File: src/rtl/cpu_pkg.sv
// cpu_pkg: shared definitions for the hardwired control unit.
//  - opcode localparams (IR[31:27])
//  - ALU operation codes (the ALU consumes the opcode value directly)
//  - control-state encoding and the per-class last execute step
package cpu_pkg;

    localparam logic [4:0] OP_LDW  = 5'd0;
    localparam logic [4:0] OP_LDI  = 5'd1;
    localparam logic [4:0] OP_ST   = 5'd2;
    localparam logic [4:0] OP_ADD  = 5'd3;
    localparam logic [4:0] OP_SUB  = 5'd4;
    localparam logic [4:0] OP_AND  = 5'd5;
    localparam logic [4:0] OP_OR   = 5'd6;
    localparam logic [4:0] OP_SHR  = 5'd7;
    localparam logic [4:0] OP_SHL  = 5'd8;
    localparam logic [4:0] OP_ROR  = 5'd9;
    localparam logic [4:0] OP_ROL  = 5'd10;
    localparam logic [4:0] OP_ADDI = 5'd11;
    localparam logic [4:0] OP_ANDI = 5'd12;
    localparam logic [4:0] OP_ORI  = 5'd13;
    localparam logic [4:0] OP_MUL  = 5'd14;
    localparam logic [4:0] OP_DIV  = 5'd15;
    localparam logic [4:0] OP_NEG  = 5'd16;
    localparam logic [4:0] OP_NOT  = 5'd17;
    localparam logic [4:0] OP_BR   = 5'd18;
    localparam logic [4:0] OP_JR   = 5'd19;
    localparam logic [4:0] OP_JAL  = 5'd20;
    localparam logic [4:0] OP_IN   = 5'd21;
    localparam logic [4:0] OP_OUT  = 5'd22;
    localparam logic [4:0] OP_MFHI = 5'd23;
    localparam logic [4:0] OP_MFLO = 5'd24;
    localparam logic [4:0] OP_NOP  = 5'd25;
    localparam logic [4:0] OP_HALT = 5'd26;

    // ALU shares the opcode encoding; only ADD is forced for address math.
    localparam logic [4:0] ALU_ADD = OP_ADD;

    typedef enum logic [3:0] {
        S_IDLE, T0, T1, T2, T3, T4, T5, T6, T7, S_HALT
    } state_t;

    // Final execute step of each opcode class; it returns to T0 afterwards.
    function automatic state_t last_exec(input logic [4:0] opc);
        case (opc)
            OP_LDW, OP_ST:                         return T7;
            OP_MUL, OP_DIV, OP_BR:                 return T6;
            OP_NEG, OP_NOT, OP_JAL:                return T4;
            OP_JR, OP_IN, OP_OUT, OP_MFHI, OP_MFLO: return T3;
            default:                               return T5;
        endcase
    endfunction

endpackage

File: src/rtl/control_sequencer.sv
// control_sequencer: hardwired Moore control unit for the DataPath.
//  Fetch T0..T2, execute T3..T7 per opcode class, HALT parks until clear.
// Ports:
//  Clock, clear (async active-low), IR[31:0] (opcode IR[31:27]), CON_FF
//  bus drivers: PCout Zlowout Zhighout HIout LOout MDRout In_Portout Cout Baout Rout
//  loads: MARin PCin MDRin IRin Yin Zin_low Zin_high HIin LOin r_in ConIn outPortenable
//  selects Gra Grb Grc; IncPC Read Write; operation[4:0]; Run
module control_sequencer
    import cpu_pkg::*;
#(
    parameter int MEM_LAT = 1
) (
    input  logic        Clock,
    input  logic        clear,
    input  logic [31:0] IR,
    input  logic        CON_FF,
    output logic PCout, Zlowout, Zhighout, HIout, LOout, MDRout, In_Portout, Cout, Baout, Rout,
    output logic MARin, PCin, MDRin, IRin, Yin, Zin_low, Zin_high, HIin, LOin, r_in, ConIn,
    output logic outPortenable,
    output logic Gra, Grb, Grc,
    output logic IncPC, Read, Write,
    output logic [4:0] operation,
    output logic Run
);

    localparam int CW = (MEM_LAT > 1) ? $clog2(MEM_LAT) : 1;

    state_t        state_q, state_d;
    logic [CW-1:0] wcnt_q, wcnt_d;
    logic [4:0]    opc;
    logic          mem_state, mem_done;

    assign opc = IR[31:27];

    // States that hold a memory strobe for MEM_LAT cycles.
    assign mem_state = (state_q == T1) ||
                       (state_q == T6 && opc == OP_LDW) ||
                       (state_q == T7 && opc == OP_ST);
    assign mem_done  = (wcnt_q == CW'(MEM_LAT - 1));

    // Counter only runs while parked in a memory state, so it is 0 on entry.
    assign wcnt_d = (mem_state && !mem_done) ? wcnt_q + 1'b1 : '0;

    always_ff @(posedge Clock or negedge clear) begin
        if (!clear) begin
            state_q <= S_IDLE;
            wcnt_q  <= '0;
        end else begin
            state_q <= state_d;
            wcnt_q  <= wcnt_d;
        end
    end

    always_comb begin
        state_d = state_q;
        case (state_q)
            S_IDLE: state_d = T0;
            T0:     state_d = T1;
            T1:     if (mem_done) state_d = T2;
            T2: begin
                if (opc == OP_HALT)                    state_d = S_HALT;
                else if (opc == OP_NOP || opc > OP_HALT) state_d = T0;
                else                                   state_d = T3;
            end
            S_HALT: state_d = S_HALT;
            default: begin
                if (mem_state && !mem_done)      state_d = state_q;
                else if (state_q == last_exec(opc)) state_d = T0;
                else                             state_d = state_t'(state_q + 4'd1);
            end
        endcase
    end

    always_comb begin
        {PCout, Zlowout, Zhighout, HIout, LOout, MDRout, In_Portout, Cout, Baout, Rout} = '0;
        {MARin, PCin, MDRin, IRin, Yin, Zin_low, Zin_high, HIin, LOin, r_in, ConIn} = '0;
        outPortenable = 1'b0;
        {Gra, Grb, Grc, IncPC, Read, Write} = '0;
        operation = '0;
        Run = (state_q != S_IDLE) && (state_q != S_HALT);
        case (state_q)
            T0: begin PCout = 1'b1; MARin = 1'b1; IncPC = 1'b1; Zin_low = 1'b1; end
            // PC is written back only once even when the read is stretched.
            T1: begin Zlowout = 1'b1; PCin = (wcnt_q == '0); Read = 1'b1; MDRin = 1'b1; end
            T2: begin MDRout = 1'b1; IRin = 1'b1; end
            T3, T4, T5, T6, T7: begin
                case (opc)
                    OP_LDW, OP_LDI, OP_ST: begin
                        case (state_q)
                            T3: begin Grb = 1'b1; Baout = 1'b1; Yin = 1'b1; end
                            T4: begin Cout = 1'b1; operation = ALU_ADD; Zin_low = 1'b1; end
                            T5: begin
                                Zlowout = 1'b1;
                                if (opc == OP_LDI) begin Gra = 1'b1; r_in = 1'b1; end
                                else MARin = 1'b1;
                            end
                            T6: begin
                                MDRin = 1'b1;
                                if (opc == OP_LDW) Read = 1'b1;
                                else begin Gra = 1'b1; Rout = 1'b1; end
                            end
                            T7: begin
                                if (opc == OP_LDW) begin MDRout = 1'b1; Gra = 1'b1; r_in = 1'b1; end
                                else Write = 1'b1;
                            end
                            default: ;
                        endcase
                    end
                    OP_ADD, OP_SUB, OP_AND, OP_OR, OP_SHR, OP_SHL, OP_ROR, OP_ROL,
                    OP_MUL, OP_DIV: begin
                        case (state_q)
                            T3: begin Grb = 1'b1; Rout = 1'b1; Yin = 1'b1; end
                            T4: begin
                                Grc = 1'b1; Rout = 1'b1; operation = opc;
                                Zin_low = 1'b1; Zin_high = 1'b1;
                            end
                            T5: begin
                                Zlowout = 1'b1;
                                if (opc == OP_MUL || opc == OP_DIV) LOin = 1'b1;
                                else begin Gra = 1'b1; r_in = 1'b1; end
                            end
                            T6: begin Zhighout = 1'b1; HIin = 1'b1; end
                            default: ;
                        endcase
                    end
                    OP_NEG, OP_NOT: begin
                        if (state_q == T3) begin
                            Grb = 1'b1; Rout = 1'b1; operation = opc; Zin_low = 1'b1;
                        end else begin
                            Zlowout = 1'b1; Gra = 1'b1; r_in = 1'b1;
                        end
                    end
                    OP_ADDI, OP_ANDI, OP_ORI: begin
                        case (state_q)
                            T3: begin Grb = 1'b1; Rout = 1'b1; Yin = 1'b1; end
                            T4: begin Cout = 1'b1; operation = opc; Zin_low = 1'b1; end
                            T5: begin Zlowout = 1'b1; Gra = 1'b1; r_in = 1'b1; end
                            default: ;
                        endcase
                    end
                    OP_BR: begin
                        case (state_q)
                            T3: begin Gra = 1'b1; Rout = 1'b1; ConIn = 1'b1; end
                            T4: begin PCout = 1'b1; Yin = 1'b1; end
                            T5: begin Cout = 1'b1; operation = ALU_ADD; Zin_low = 1'b1; end
                            T6: begin Zlowout = 1'b1; PCin = CON_FF; end
                            default: ;
                        endcase
                    end
                    OP_JR:   begin Gra = 1'b1; Rout = 1'b1; PCin = 1'b1; end
                    OP_JAL: begin
                        if (state_q == T3) begin PCout = 1'b1; Grb = 1'b1; r_in = 1'b1; end
                        else begin Gra = 1'b1; Rout = 1'b1; PCin = 1'b1; end
                    end
                    OP_MFHI: begin HIout = 1'b1; Gra = 1'b1; r_in = 1'b1; end
                    OP_MFLO: begin LOout = 1'b1; Gra = 1'b1; r_in = 1'b1; end
                    OP_IN:   begin In_Portout = 1'b1; Gra = 1'b1; r_in = 1'b1; end
                    OP_OUT:  begin Gra = 1'b1; Rout = 1'b1; outPortenable = 1'b1; end
                    default: ;
                endcase
            end
            default: ;
        endcase
    end

endmodule

File: config.mk
export PLATFORM = sky130hd
export DESIGN_NAME = control_sequencer
export DESIGN_NICKNAME = d
export VERILOG_FILES = /design/src/rtl/cpu_pkg.sv /design/src/rtl/control_sequencer.sv
export SDC_FILE = /design/constraint.sdc
export NUM_CORES = 1
export LEC_CHECK = 0
export ABC_AREA = 1
export BUFFER_PORTS_ARGS = -buffer_cell sky130_fd_sc_hd__buf_2
export CORE_AREA = 2 2 70 52
export CTS_CLUSTER_DIAMETER = 150
export CTS_CLUSTER_SIZE = 10
export DETAILED_ROUTE_END_ITERATION = 8
export DIE_AREA = 0 0 72 54
export GPL_TIMING_DRIVEN = 0
export PLACE_DENSITY = 0.73
export SETUP_SLACK_MARGIN = 0.15
export SLEW_MARGIN = 20
export SYNTH_ARGS = -nofsm -noshare
export SYNTH_HDL_FRONTEND = slang
export SYNTH_SLANG_ARGS = --single-unit
File: constraint.sdc
create_clock -name Clock -period 2.5 [get_ports Clock]
set_input_delay 0.125 -clock Clock [delete_from_list [all_inputs] [get_ports Clock]]
set_output_delay 0.125 -clock Clock [all_outputs]
set_load 0.02 [all_outputs]
**After elaboration in Yosys (flattened, before gate mapping)**

Memories as Yosys holds them, arrays and structs flattened.
Cells that the tools add are included.

- Register bits: 5
- Bits in read-only memories: 128
- Input bits: 35
- Output and inout port bits: 34
- Logic and storage cells: 161
- Memories kept: 1

- Add/sub/neg operators: 2
- Order comparisons: 1
- Eq/ne operators: 39
- Multiplexer cells: 87
- Bitwise logic cells: 1
- Reduce and logical (&&, ||, !) cells: 28

Memories:

| name | depth | bits a word | rd ports | clocked after Yosys merged registers in | write ports | RTL line | text |
|---|---|---|---|---|---|---|---|
| (name not given) | 32 | 4 | 1 | 0 | 0 | cpu_pkg.sv:44 | `case (opc)` |

Operators with widths:

| operator | number |
|---|---|
| $eq 5x5->1 const B | 11 |
| $mux 1 | 54 |
| $eq 5x4->1 const B | 8 |
| $mux 4 | 6 |
| $pmux 1 s2 | 12 |
| $eq 5x3->1 const B | 4 |
| $pmux 4 s5 | 1 |
| $pmux 5 s4 | 1 |
| $reduce_or 19->1 | 1 |
| $eq 4x3->1 const B | 4 |
| $reduce_or 16->1 | 1 |
| $mux 5 | 3 |
| $reduce_or 5->1 | 3 |
| $reduce_or 13->1 | 1 |
| $pmux 1 s3 | 4 |
| $pmux 1 s6 | 2 |
| $reduce_or 3->1 | 4 |
| $reduce_or 6->1 | 2 |
| $eq 5x2->1 const B | 2 |
| $reduce_or 10->1 | 1 |
| $eq 4x2->1 const B | 2 |
| $eq 4x4->1 const B | 2 |
| $ne 6x2->1 const B | 1 |
| $reduce_or 2->1 | 3 |
| 18 further kinds | 25 |

**Logic depth before layout (Yosys ltp)**

- Depth in word-level cells: 11
- Depth in mapped cells: 11

**Least setup slack after synthesis**

No wires, ideal clock.

- Path kind: register to output
- Start: register state_q[1]
- End: output In_Portout
- Data arrival time: 1808 ps
- Data required time: 2375 ps
- Path slack: 567 ps
- Stages on the path, launching flop included: 9
- Cell sequence: dfrtp_1 inv_1 ha_1 inv_1 nor2_4 inv_1 nand3_1 inv_2 nor4_1

- Longest elaborated chain between the ends: 3

Ends and longest elaborated chain:

| item | RTL line | text |
|---|---|---|
| start, declared | control_sequencer.sv:28 | `state_t state_q, state_d;` |
| start signal, assigned | control_sequencer.sv:49 | `state_q <= state_d;` |
| $eq 4x3->1 / $eq 4x4->1 (equally long branches) | control_sequencer.sv:81 | `case (state_q)` |
| $reduce_or 5->1 * | control_sequencer.sv:81 |  |
| $mux 1 * | control_sequencer.sv:81 |  |
| end, declared | control_sequencer.sv:17 | `output logic PCout, Zlowout, Zhighout, HIout, LOout, MDRout, In_Portout, Cout, Baout, Rout,` |

Every way passes the cells marked *; elsewhere a longest branch is shown, timed or not.

**Worst setup path in the final report**

Ends and elaborated chain as after synthesis.

==> flow_summary.yaml <==
run_status:
  status: "complete, no violations"
hold_path:
  hp-class: "primary input to async pin"
synthesis:
  synth_async_sr_flop_share_pct: 100.0
  synth_ff_type: "sky130_fd_sc_hd__dfrtp_1"
  synthesized_nets: 270
  synth_area_mm2: 0.001220
  synthDistinctLibCells: 29
  synth.yosys.seq_area_share_pct: 10.26
  netlist_top_cells_area: "sky130_fd_sc_hd__nand2_1, sky130_fd_sc_hd__nand3_1, sky130_fd_sc_hd__dfrtp_1"
  yosys.area.top_type: "sky130_fd_sc_hd__nand2_1"
  ys_seq_elements: 5
  synthesis.area_per_instance_um2: 5.281
  netlist.area_leader.share_pct: 16.92
  postSynthCellCount: 231
  synth-warning-count: 0
  synth_enable_flop_cells: 0
timing:
  grt_setup_unrepaired: "false"
  final.setup_skew_ns: 0.001751
  layout_min_cycle_time_ns: 2.150
  hold_violations: 0
  timing.fmax_mhz: 465.1
  setup_total_negative_slack_ns: 0
  slew_viol_final: 0
  post-route-period-util_pct: 86.00
  final_critical_path_setup_slack_ns: 0.3499
  final-setup-viol-count: 0
worst_setup_path:
  timing.critical_path.mode_cell: "sky130_fd_sc_hd__inv_1"
  arrival_ns: 2.03
  worstSetupPathDepth: 9
  critical-path-slowest-cell: "sky130_fd_sc_hd__dfrtp_1"
  worst_setup_path_start_kind: "register"
  endpoint_kind: "output port"
  count_of_cells_along_the_worst_register_to_register_path: 7
  crit_required_ns: 2.38
  r2r_setup_slack_ns: 0.66
  worst_path_dominant_cell_family: "buffers and inverters"
  cp_num_buf_inv: 5
  critical_path.max_fanout: 7
  worst_path_largest_cell_delay_ns: 0.45
  critical_path_class: "register to output port"
  reg2reg_from: "state_q[1]"
  crit_chain: "inv_1, ha_1, inv_1, nor2_4, inv_1, nand3_1, inv_2, nor4_1, buf_2"
  worst_r2r_endpoint: "state_q[2]"
detailed_routing:
  avgRoutedWirePerCell_um: 12.09
  dr_top_layer: "met3"
  drt.antenna.violating_nets: 0
  vias_per_cell: 5.164
  finalWirelength_mm: 3.832
  initialDrtViolationCount: 142
  met1_wl_mm: 1.836
  first_pass_iters: 4
  dr_total_vias: 1637
  drcViolationCount: 0
  met2RoutedLength_mm: 1.471
  wl_met3_um: 523
finish:
  net_count_reported_at_finish: 317
  final_layout_size_suffix_gt1_share_pct: 27.44
  diodes: 0
  area_growth_pct: 25.64
grt:
  maximum_number_of_pins_on_one_net_before_global_route_repair: 11
  grt_usage_pct: 19.94
  antenna_found_initial: 0
  grt_pass1_vias: 1352
  grt_first_pass_wirelength_mm: 6.120
  grt_overflow_total: 0
clock_network:
  postCtsSetupBuffers: 0
  path_clk_slew_ns: 0.04
  cts_htree_levels: 1
  clk-insertion-delay-late_ns: 0.22
  root_buffer: "sky130_fd_sc_hd__clkbuf_8"
  clk_path_buf_depth: 2
  clock_buffer_count_from_cts: 3
  tritoncts: "built"
  tritoncts_num_sinks: 5
place:
  post-place-ws_ns: 0.5764
  gp_congestion: 0.9362
  buffer_ports.inserted: 41
  place_hpwl_mm: 3.117
floorplan:
  die_area_mm2: 0.003888
  die_h_um: 54
  core_area_mm2: 0.003311
  initial_core_util_pct: 36.85
  die_width_um: 72
  design.portCount: 69
  floorplan.rows: 18
power_and_ir_drop:
  power_per_cell_area_mw_per_mm2: 885.6
  max-vdd-ir-drop_uv: 410.9
  static-leakage-power_uw: 0.0009376
job:
  max_cap_viol_count: 0
[flip-flops by register name, indices dropped and copies added (netlist names)]
signal	cells
state_q	4
wcnt_q	1
[worst reg2reg max path, delay by kind of cell, from the launching register on]
| kind | cells | cell delay (ns) |
|---|---|---|
| buffers and inverters | 1 | 0.12 |
| AO/OA/AOI/OAI | 4 | 0.75 |
| adder cells (fa/ha/maj) | 1 | 0.24 |
| AND/OR/NAND/NOR | 1 | 0.20 |
| flip-flops | 1 | 0.46 |
[metal layers]
metal  global-route usage (%)  vias up
met5                        0        -
met4                   0.9434        0
met3                    4.494        0
met2                    30.09       96
met1                    30.06      709
li1                         -      832
[logic make-up (layout without fill, tap and decap cells)]
| kind of cell | count (synthesis) | after routing | synth area share, % |
|---|---|---|---|
| DFF | 5 | 5 | 10.26 |
| buffers and inverters | 46 | 92 | 14.97 |
| other | 1 | 1 | 0.3074 |
| and+or+nand+nor | 146 | 146 | 56.51 |
| AOI/OAI and AO/OA | 28 | 28 | 13.13 |
| xor gates and xnor gates | 1 | 1 | 0.7181 |
| adders and majority gates | 4 | 4 | 4.103 |
[synth_stat cells (all sizes together) (2+ instances only)]
master / instances
o21ai: 13
nand4: 8
nand2: 60
nor3: 5
ha: 4
inv: 42
nor4: 2
nor2: 41
o31ai: 2
nand3: 29
buf: 4
a21oi: 9
dfrtp: 5
[how the worst max path moves through the flow]
stage	slack (ns)	endpoint	from
2_1_floorplan	0.57	In_Portout	state_q[1]
6_report	0.35	In_Portout	state_q[1]
3_3_place_gp	0.56	In_Portout	state_q[0]
4_1_cts	0.34	In_Portout	state_q[0]
5_1_grt	0.16	In_Portout	state_q[0]
3_5_place_dp	0.58	In_Portout	state_q[0]
[power by group]
group / switching (uW) / internal, uW / leakage [uW] / total, uW
Sequential: 55.8 / 116 / 0.0000607 / 172
Clock: 39.2 / 109 / 0.0000228 / 149
Combinational: 710 / 327 / 0.000854 / 1040
[layout by cell type, fill, tap and decap left out, types with 2 or more instances in the layout]
master | synthesis | layout
sky130_fd_sc_hd__nor2_1 | 33 | 32
sky130_fd_sc_hd__a21oi_1 | 8 | 8
sky130_fd_sc_hd__clkbuf_8 | 0 | 3
sky130_fd_sc_hd__buf_2 | 2 | 43
sky130_fd_sc_hd__dfrtp_1 | 5 | 5
sky130_fd_sc_hd__o21ai_1 | 3 | 3
sky130_fd_sc_hd__nor2_4 | 3 | 3
sky130_fd_sc_hd__inv_2 | 9 | 9
sky130_fd_sc_hd__nand3_1 | 26 | 26
sky130_fd_sc_hd__nand3_2 | 2 | 2
sky130_fd_sc_hd__nand2_1 | 55 | 55
sky130_fd_sc_hd__o31ai_1 | 2 | 2
sky130_fd_sc_hd__ha_1 | 4 | 4
sky130_fd_sc_hd__nor2_2 | 5 | 6
sky130_fd_sc_hd__inv_1 | 33 | 33
sky130_fd_sc_hd__nand4_1 | 8 | 8
sky130_fd_sc_hd__nor4_1 | 2 | 2
sky130_fd_sc_hd__buf_4 | 2 | 2
sky130_fd_sc_hd__nor3_1 | 5 | 5
sky130_fd_sc_hd__o21ai_0 | 10 | 10
sky130_fd_sc_hd__nand2_2 | 5 | 5
[per-stage QoR]
stage	utilization (%)	cell area [um^2]	total power (uW)	hold slack, ns	cells
final	46.30	1533	1357	0.2493	317
after global routing	46.30	1533	1491	0.2635	317
after CTS	46.22	1530	1346	0.2493	317
after detailed placement	44.56	1475	1187	-0.05630	312
after global placement	44.56	1475	1185	-0.05802	312
after floorplan	-	1220	921.9	-0.1706	231
[cell type report]
type | instances | area [um^2]
repair buffers | 42 | 215.2
clock buffers | 4 | 45.04
multi-input cells | 180 | 914.6
fillers | 374 | 1778
inverters | 42 | 157.7
flip-flops and latches | 5 | 125.1
plain buffers | 4 | 25.02
well taps | 40 | 50.05
[what timing repair did]
item,in CTS,in global routing
resized for setup,0,1
hold buffers,1,0
endpoints found under the setup margin,0,1
hold endpoints to repair,5,0
No activity file was read; power rests on OpenSTA's default activity.
